$ cat config.mk
export PLATFORM = sky130hd
export DESIGN_NAME = fc_layer_link_flat
export DESIGN_NICKNAME = d
export VERILOG_FILES = /design/src/rtl/fc_pkg.sv /design/src/rtl/fc_layer_link_if.sv /design/src/rtl/fc_requant.sv /design/src/rtl/fc_layer_link.sv /design/src/flat_wrapper.sv
export SDC_FILE = /design/constraint.sdc
export NUM_CORES = 1
export LEC_CHECK = 0
export CAP_MARGIN = 20
export CORE_ASPECT_RATIO = 0.7
export CORE_MARGIN = 2
export CORE_UTILIZATION = 39
export CTS_BUF_LIST = sky130_fd_sc_hd__clkbuf_4 sky130_fd_sc_hd__clkbuf_8
export CTS_CLUSTER_SIZE = 40
export DETAILED_ROUTE_END_ITERATION = 12
export GPL_TIMING_DRIVEN = 0
export PLACE_DENSITY = 0.79
export SYNTH_ARGS = -nofsm -noshare
export SYNTH_HDL_FRONTEND = slang
export SYNTH_HIERARCHICAL = 1
export SYNTH_SLANG_ARGS = --single-unit
$ cat constraint.sdc
create_clock -name clk -period 1.6 [get_ports clk]
set_input_delay 0.16 -clock clk [delete_from_list [all_inputs] [get_ports clk]]
set_output_delay 0.16 -clock clk [all_outputs]
set_load 0.02 [all_outputs]
$ cat src/rtl/fc_pkg.sv
// rtl/fc_pkg.sv - shared link state type and requantisation helper for the fc layer link
package fc_pkg;

  typedef enum logic [1:0] {IDLE, FILL, ISSUE, WAIT_ACK} link_state_t;

  localparam int REQ_W = 32;

  // Arithmetic shift, then clamp to the unsigned (relu) or signed range of out_w bits.
  function automatic logic signed [REQ_W-1:0] requant(
    input logic signed [REQ_W-1:0] value,
    input int                      sh,
    input logic                    relu_en,
    input int                      out_w
  );
    logic signed [REQ_W-1:0] s;
    logic signed [REQ_W-1:0] hi;
    logic signed [REQ_W-1:0] lo;
    s = value >>> sh;
    if (relu_en) begin
      hi = (32'sd1 <<< out_w) - 32'sd1;
      lo = '0;
    end else begin
      hi = (32'sd1 <<< (out_w - 1)) - 32'sd1;
      lo = -(32'sd1 <<< (out_w - 1));
    end
    if (s > hi) return hi;
    if (s < lo) return lo;
    return s;
  endfunction

endpackage

$ cat src/rtl/fc_layer_link_if.sv
// rtl/fc_layer_link_if.sv - activation stream, next-layer ibuf write and start handshake bundle
interface fc_layer_link_if #(
  parameter int datatype_size    = 8,
  parameter int in_datatype_size = 16,
  parameter int vec_size         = 784
);
  localparam int addr_w = $clog2(vec_size);

  logic                        i_valid;
  logic [in_datatype_size-1:0] i_data;
  logic                        o_next_busy;
  logic                        o_ibuf_we;
  logic [datatype_size-1:0]    o_ibuf_wr_data;
  logic [addr_w-1:0]           o_ibuf_addr;
  logic                        o_start;
  logic                        i_ds_busy;
  logic                        o_overrun;

  modport slave (
    input  i_valid, i_data, i_ds_busy,
    output o_next_busy, o_ibuf_we, o_ibuf_wr_data, o_ibuf_addr, o_start, o_overrun
  );

  modport master (
    output i_valid, i_data, i_ds_busy,
    input  o_next_busy, o_ibuf_we, o_ibuf_wr_data, o_ibuf_addr, o_start, o_overrun
  );
endinterface

$ cat src/rtl/fc_requant.sv
// rtl/fc_requant.sv - combinational ReLU/shift/saturate of one layer-N element
module fc_requant
  import fc_pkg::*;
#(
  parameter int in_datatype_size = 16,
  parameter int datatype_size    = 8,
  parameter int shift            = 8,
  parameter int relu             = 1
) (
  input  logic signed [in_datatype_size-1:0] i_value,
  output logic        [datatype_size-1:0]    o_value
);

  logic signed [REQ_W-1:0] w_ext;

  assign w_ext   = REQ_W'(i_value);
  assign o_value = datatype_size'(requant(w_ext, shift, relu != 0, datatype_size));

endmodule

$ cat src/rtl/fc_layer_link.sv
// rtl/fc_layer_link.sv - requantises layer N output into layer N+1 ibuf and issues its start
module fc_layer_link
  import fc_pkg::*;
#(
  parameter int datatype_size    = 8,
  parameter int in_datatype_size = 16,
  parameter int vec_size         = 784,
  parameter int shift            = 8,
  parameter int relu             = 1
) (
  input  logic            clk,
  input  logic            rst,
  fc_layer_link_if.slave  io_link
);

  localparam int                addr_w    = $clog2(vec_size);
  localparam logic [addr_w-1:0] last_addr = addr_w'(vec_size - 1);

  link_state_t              r_state;
  logic [addr_w-1:0]        r_cnt;
  logic [addr_w-1:0]        r_addr;
  logic [datatype_size-1:0] r_wr_data;
  logic                     r_we;
  logic                     r_start;
  logic                     r_overrun;
  logic [datatype_size-1:0] w_requant;
  logic                     w_next_busy;
  logic                     w_accept;
  logic                     w_last;

  fc_requant #(
    .in_datatype_size (in_datatype_size),
    .datatype_size    (datatype_size),
    .shift            (shift),
    .relu             (relu)
  ) u_requant (
    .i_value (io_link.i_data),
    .o_value (w_requant)
  );

  // In IDLE a busy layer N+1 is still reading the ibuf, so hold data off.
  always_comb begin
    w_next_busy = 1'b1;
    case (r_state)
      IDLE:    w_next_busy = io_link.i_ds_busy;
      FILL:    w_next_busy = 1'b0;
      default: w_next_busy = 1'b1;
    endcase
  end

  assign w_accept = io_link.i_valid && !w_next_busy;
  assign w_last   = (r_cnt == last_addr);

  always_ff @(posedge clk) begin
    if (rst) begin
      r_state   <= IDLE;
      r_cnt     <= '0;
      r_addr    <= '0;
      r_wr_data <= '0;
      r_we      <= 1'b0;
      r_start   <= 1'b0;
      r_overrun <= 1'b0;
    end else begin
      r_we      <= w_accept;
      r_start   <= 1'b0;
      r_overrun <= r_overrun | (io_link.i_valid & w_next_busy);
      if (w_accept) begin
        r_wr_data <= w_requant;
        r_addr    <= r_cnt;
        r_cnt     <= w_last ? '0 : r_cnt + 1'b1;
      end
      case (r_state)
        IDLE, FILL: begin
          if (w_accept) r_state <= w_last ? ISSUE : FILL;
        end
        ISSUE: begin
          if (!io_link.i_ds_busy) begin
            r_start <= 1'b1;
            r_state <= WAIT_ACK;
          end
        end
        WAIT_ACK: begin
          if (io_link.i_ds_busy) r_state <= IDLE;
        end
        default: r_state <= IDLE;
      endcase
    end
  end

  assign io_link.o_next_busy    = w_next_busy;
  assign io_link.o_ibuf_we      = r_we;
  assign io_link.o_ibuf_wr_data = r_wr_data;
  assign io_link.o_ibuf_addr    = r_addr;
  assign io_link.o_start        = r_start;
  assign io_link.o_overrun      = r_overrun;

endmodule

$ cat src/flat_wrapper.sv
// flat-port wrapper written by rule: the top's interface ports become plain ports
module fc_layer_link_flat import fc_pkg::*;
#(
  parameter int datatype_size    = 8,
  parameter int in_datatype_size = 16,
  parameter int vec_size         = 784,
  parameter int shift            = 8,
  parameter int relu             = 1
)
  (clk, rst, io_link_i_valid, io_link_i_data, io_link_i_ds_busy, io_link_o_next_busy, io_link_o_ibuf_we, io_link_o_ibuf_wr_data, io_link_o_ibuf_addr, io_link_o_start, io_link_o_overrun);
  fc_layer_link_if #(.datatype_size(datatype_size), .in_datatype_size(in_datatype_size), .vec_size(vec_size)) io_link_i ();
  input  logic clk;
  input  logic rst;
  input wire logic [$bits(io_link_i.i_valid)-1:0] io_link_i_valid;
  input wire logic [$bits(io_link_i.i_data)-1:0] io_link_i_data;
  input wire logic [$bits(io_link_i.i_ds_busy)-1:0] io_link_i_ds_busy;
  output wire logic [$bits(io_link_i.o_next_busy)-1:0] io_link_o_next_busy;
  output wire logic [$bits(io_link_i.o_ibuf_we)-1:0] io_link_o_ibuf_we;
  output wire logic [$bits(io_link_i.o_ibuf_wr_data)-1:0] io_link_o_ibuf_wr_data;
  output wire logic [$bits(io_link_i.o_ibuf_addr)-1:0] io_link_o_ibuf_addr;
  output wire logic [$bits(io_link_i.o_start)-1:0] io_link_o_start;
  output wire logic [$bits(io_link_i.o_overrun)-1:0] io_link_o_overrun;
  assign io_link_i.i_valid = io_link_i_valid;
  assign io_link_i.i_data = io_link_i_data;
  assign io_link_i.i_ds_busy = io_link_i_ds_busy;
  assign io_link_o_next_busy = io_link_i.o_next_busy;
  assign io_link_o_ibuf_we = io_link_i.o_ibuf_we;
  assign io_link_o_ibuf_wr_data = io_link_i.o_ibuf_wr_data;
  assign io_link_o_ibuf_addr = io_link_i.o_ibuf_addr;
  assign io_link_o_start = io_link_i.o_start;
  assign io_link_o_overrun = io_link_i.o_overrun;
  fc_layer_link #(.datatype_size(datatype_size), .in_datatype_size(in_datatype_size), .vec_size(vec_size), .shift(shift), .relu(relu)) u_core (.clk(clk), .rst(rst), .io_link(io_link_i));
endmodule
== Word level (Yosys, flattened, before mapping) ==
Cells that the tools add are included.

* Bits in registers: 33
* Bits in latches: 0
* Bits in writable memories: 0
* Memory bits (read-only): 0
* Output and inout bits: 22
* Logic and storage cells: 41
* Memories kept: 0

* Add/sub/neg operators: 1
* $mul: 0
* Div/mod/pow operators: 0
* Magnitude comparators: 2
* Eq/ne operators: 7
* Shift operators: 0
* Mux-type cells: 15
* Bitwise logic cells: 3
* Reduce and logical (&&, ||, !) cells: 6

{| class="wikitable"
|+ Operator list
! cell !! number
|-
| 8-bit 2-to-1 mux || 4
|-
| 10-bit by 1-bit adder with 10-bit output, second input constant || 1
|-
| 10-bit == test, second input constant || 1
|-
| 10-bit 2-to-1 mux || 1
|-
| 8-bit by 9-bit > comparator with 1-bit output, second input constant || 1
|-
| 8-bit by 1-bit less-than comparator with 1-bit output, second input constant || 1
|-
| 2-bit 2-to-1 mux || 4
|-
| 2-bit case mux with 3 select lines || 1
|-
| 2-bit == test, second input constant || 2
|-
| 1-bit 2-to-1 mux || 4
|-
| 2-bit inequality test, second input constant || 2
|-
| 2-bit OR reduction || 2
|-
| 3-bit AND reduction || 1
|-
| 2-bit by 1-bit == test with 1-bit output, second input constant || 1
|-
| 2-bit logical NOT || 1
|-
| 2-bit by 1-bit inequality test with 1-bit output, second input constant || 1
|-
| 1-bit case mux with 2 select lines || 1
|-
| 1-bit bitwise AND || 1
|-
| 1-bit logical AND || 1
|-
| 1-bit logical NOT || 1
|-
| 1-bit inverter || 1
|-
| 1-bit OR || 1
|}

== Depth between registers and ports, before layout ==
* Word-level depth: 6
* Gate-level depth with buffers: 7
* Gate-level depth less buffers: 7

== Hierarchy ==
The synthesis kept the hierarchy.

{| class="wikitable"
|+ Modules (own cells, without submodules)
! module !! times used !! cells each !! area each (µm²) !! seq. area each (µm²)
|-
| fc_layer_link || 1 || 155 || 1325.0 || 660.6
|-
| fc_requant || 1 || 15 || 118.9 || 0.0
|}

== Worst setup path before layout ==
Ideal clock, no wire load.

* Kind: register to register
* From: register u_core.r_state[1]
* To: register u_core.r_addr[5], in the netlist u_core/io_link.o_ibuf_addr[5]
* Arrival: 1.123 ns
* Path slack: 0.345 ns
* Stages on the path, launching flop included: 8
* Clock period less this slack: 1.255 ns
* Path through: dfxtp_1 nor2b_4 buf_6 and2_1 buf_4 buf_6 nand2_1 a21oi_1

* Word-level cells in the longest chain between the ends: 4
* Elaborated cells on any way between the ends: 5

{| class="wikitable"
|+ Ends and longest elaborated chain
! element !! line !! RTL
|-
| from (decl) || fc_layer_link.sv:19 || <nowiki>link_state_t r_state;</nowiki>
|-
| from (signal assigned) || fc_layer_link.sv:74 || <nowiki>if (w_accept) r_state <= w_last ? ISSUE : FILL;</nowiki>
|-
| 2-bit by 1-bit == test with 1-bit output or 2-bit logical NOT (tied branches) || fc_layer_link.sv:44 || <nowiki>case (r_state)</nowiki>
|-
| 1-bit case mux with 2 select lines (*) || fc_layer_link.sv:44 ||
|-
| 1-bit logical NOT (*) || fc_layer_link.sv:51 || <nowiki>assign w_accept = io_link.i_valid && !w_next_busy;</nowiki>
|-
| 1-bit logical AND (*) || fc_layer_link.sv:51 ||
|-
| to (signal assigned) || fc_layer_link.sv:69 || <nowiki>r_addr <= r_cnt;</nowiki>
|-
| to (decl) || fc_layer_link.sv:21 || <nowiki>logic [addr_w-1:0] r_addr;</nowiki>
|}

Mark *: on every way between the ends. The rest lies on a longest branch, timed or not.
A chain may end at the register's enable or synchronous reset.

== Final worst setup path ==
* From: input port io_link_i_ds_busy
* To: output port io_link_o_next_busy

* Word-level cells in the longest chain between the ends: 1

{| class="wikitable"
|+ Ends and longest elaborated chain
! element !! line !! RTL
|-
| from (decl) || flat_wrapper.sv:16 || <nowiki>input wire logic [$bits(io_link_i.i_ds_busy)-1:0] io_link_i_ds_busy;</nowiki>
|-
| 1-bit case mux with 2 select lines || fc_layer_link.sv:44 ||
|-
| to (decl) || flat_wrapper.sv:17 || <nowiki>output wire logic [$bits(io_link_i.o_next_busy)-1:0] io_link_o_next_busy;</nowiki>
|}

Every way passes these cells.

==> impl_metrics.yaml <==
setup_path:
  criticalPathCategory: "input port to output pin"
  startpoint_type: "input port"
  cp_max_fo: 10
  cp_data_required_time_ns: 1.44
  crit_start: "io_link_i_ds_busy"
  end_kind: "output pin"
  r2r-start: "u_core/r_state[1]"
  crit_arrival_ns: 1.39
synth:
  synth_fa_ha_area_share_pct: 2.60
  synthCells: 170
  synth.area.top_cells: "dfxtp_1 (46%), nand2_1 (11%), a21oi_1 (8.7%)"
  synth_nets: 193
  syn-cell-area_mm2: 0.00144
  syn_area_per_cell_um2: 8.49
  ys_types: 30
  synth_warnings: 6
  synth_compound_area_share_pct: 11.3
  synth.area.mux_share_pct: 0
  synth_top_family_by_area: "simple AND/OR/NAND/NOR gates"
  synthSimpleGateAreaFrac_pct: 31.8
  ys_seq_elements: 33
  yosysTopAreaCell: "dfxtp_1"
  synth-xor-area-share_pct: 4.25
  synth_top_area_share_pct: 45.8
  seq_area_frac_synth_pct: 45.8
finish:
  stdcell_count: 260
  diodes: 0
  synthToLayoutAreaGrowth_pct: 35.2
  nets: 232
  final_cell_area_mm2: 0.00195
  post-route-util_pct: 55.2
  drive_above_1_share_pct: 11.9
flow_run:
  drv_cap: 0
global_routing:
  groute.usage.overall_pct: 15.2
  met3_usage_pct: 4.87
  grt_pass1_wl_um: 4790
  grt_pass1_vias: 1024
  busiest_layer: "met1"
  grt_overflow: 0
  grt_antenna_before_repair: 0
  grt_max_degree: 11
  global_route.usage.met1_pct: 21.2
  grtUsageMet2_pct: 21.2
cts:
  numClockSinks: 33
  clk_pin_slew_worst_paths_ns: 0.06
  cts_tree: "done"
  cts_setup_buffers: 0
  cts_max_level: 2
  clkLatencyLatePin_ns: 0.29
  cts_root_buf: "clkbuf_8"
  max-clock-path-buffers: 2
  numCtsBuffers: 5
  holdBufCountCts: 0
placement:
  place_congestion: 0.783
  port_buffers: 32
  dpl.hpwl_um: 2210
  dp.cells: 252
  place_area_mm2: 0.00183
  post-place-ws_ns: -0.258
timing:
  rsz0062_at_grt: "no"
  fin_worst_skew_ns: 0.00356
  hold_violations: 0
  setup_ws_ns: 0.0523
  tns_ns: 0
  setup_viol: 0
  relSlewSlack_pct: 65.5
  fin_crit_sh_pct: 96.7
  fin_crit_ns: 1.55
  maxSlewViolCount: 0
  fmax_mhz: 646
  worstMarginPinSlew_ns: 0.518
floorplan:
  fp.dieH_um: 54.9
  pin_count: 42
  core-area_mm2: 0.00354
  dieArea_mm2: 0.00421
  start_util_pct: 40.8
  die_x_um: 76.7
  placementRows: 18
route:
  ant_nets: 0
  viasPerCell: 4.87
  drtIter0Drc: 77
  vias: 1265
  dr.pass1.iters: 4
  drc: 0
  totalWireLength_um: 3070
  wl_per_cell_um: 11.8
pwr:
  p_seq_share_pct: 45.8
  p_comb_share_pct: 9.9
  internal_power_mw: 1.45
  power_leakage_nw: 0.728
  power_density_mw_per_mm2: 950
  p_sw_share_pct: 21.9
  ir_drop_v: 0.000667
  power_frac_clock_pct: 44.2
  p_switching_uw: 405
hold_path:
  hold_path_class: "input port to flop"
  hold_path.startpoint: "rst"
status:
  status: "completed"
==> metal layers <==
metal	share of wire, %	wire length [um]
met3	6.5	198
met1	52	1590
met2	40	1240
met4	1.4	44
met5	0	0
==> worst paths after layout <==
check,endpoint,slack (ns),cells past startpoint
setup / recovery,io_link_o_next_busy,0.05,5
hold / removal,u_core/io_link.o_ibuf_wr_data[1],0.26,2
setup reg to reg,u_core/io_link.o_ibuf_addr[6],0.19,7
hold reg to reg,u_core/io_link.o_ibuf_wr_data[5],0.45,2
==> through the flow <==
stage / hold WS, ns / total power [mW]
after CTS: 0.240 / 1.87
after global routing: 0.287 / 1.92
after detailed placement: 0.449 / 1.05
after floorplan: 0.239 / 0.972
after global placement: 0.443 / 1.05
final: 0.260 / 1.85
==> registers in the layout (all words and copies together), names as in the netlist <==
name                           cells
u_core/io_link.o_ibuf_addr        10
u_core/io_link.o_ibuf_we           1
u_core/io_link.o_start             1
u_core/io_link.o_ibuf_wr_data      8
u_core/r_state                     2
u_core/r_cnt                      10
u_core/io_link.o_overrun           1
==> repair_timing <==
| item | in CTS | in global routing |
|---|---|---|
| hold endpoints to repair | 0 | 0 |
| endpoints found under the setup margin | 1 | 8 |
| gates resized for setup | 1 | 2 |
| cloned | 0 | 0 |
| pin swaps | 0 | 0 |
==> critical path: stages <==
cell             delay (ns)
clkdlybuf4s50_1        0.55
nand2b_1               0.07
buf_4                  0.17
nand2b_1               0.09
dlygate4sd2_1          0.34
==> cells by family after synthesis <==
family | after synthesis
xor gates and xnor gates | 7
DFF | 33
and+or+nand+nor | 86
adders and majority gates | 3
buffers and inverters | 10
AOI/OAI and AO/OA | 31
==> power by group through the flow <==
stage | Sequential [mW] | Clock [mW] | Combinational, mW
after floorplan | 0.881 | 0 | 0.0914
after global placement | 0.867 | 0 | 0.183
after detailed placement | 0.867 | 0 | 0.185
after CTS | 0.849 | 0.835 | 0.185
after global routing | 0.850 | 0.871 | 0.200
final | 0.849 | 0.820 | 0.184
==> Yosys cell counts <==
cell type,count
nor2b_4,1
and4_1,2
o21bai_1,1
nor4b_1,1
or3_1,3
a21oi_1,25
nor4b_2,1
buf_2,2
nor2_1,12
and2b_2,7
nand3_1,1
o21ai_0,3
nand2b_1,2
a311oi_1,1
buf_4,2
nand3b_1,1
inv_1,1
nand4_1,6
and2_1,3
buf_6,2
a31oi_1,1
and3_1,2
nand4_4,1
nor2b_1,1
dfxtp_1,33
nand2_1,42
xnor2_1,1
xor2_1,6
clkbuf_1,3
ha_1,3
==> placed cells by master, fill, tap and decap left out, types with 2 or more instances in the layout <==
master           netlist  final
nand2_1               42     42
dfxtp_1               33     33
clkdlybuf4s50_1        0     30
a21oi_1               25     25
nor2_1                12     12
and2b_2                7      7
clkbuf_8               0      6
nand4_1                6      6
xor2_1                 6      6
and2_1                 3      3
o21ai_0                3      3
or3_1                  3      3
clkbuf_1               3      3
ha_1                   3      3
nand2b_1               2      2
buf_4                  2      2
buf_6                  2      2
and3_1                 2      2
and4_1                 2      2
buf_2                  2      2
==> area by class of cell <==
type,count,area (um2)
flip-flops and latches,33,661
clock buffers,7,90.1
well taps,50,62.6
fillers,346,1580
plain buffers,9,58.8
multi-input cells,127,724
clock inverters,1,30.0
repair buffers,32,322
inverters,1,3.75
No activity file was read; power rests on OpenSTA's default activity.
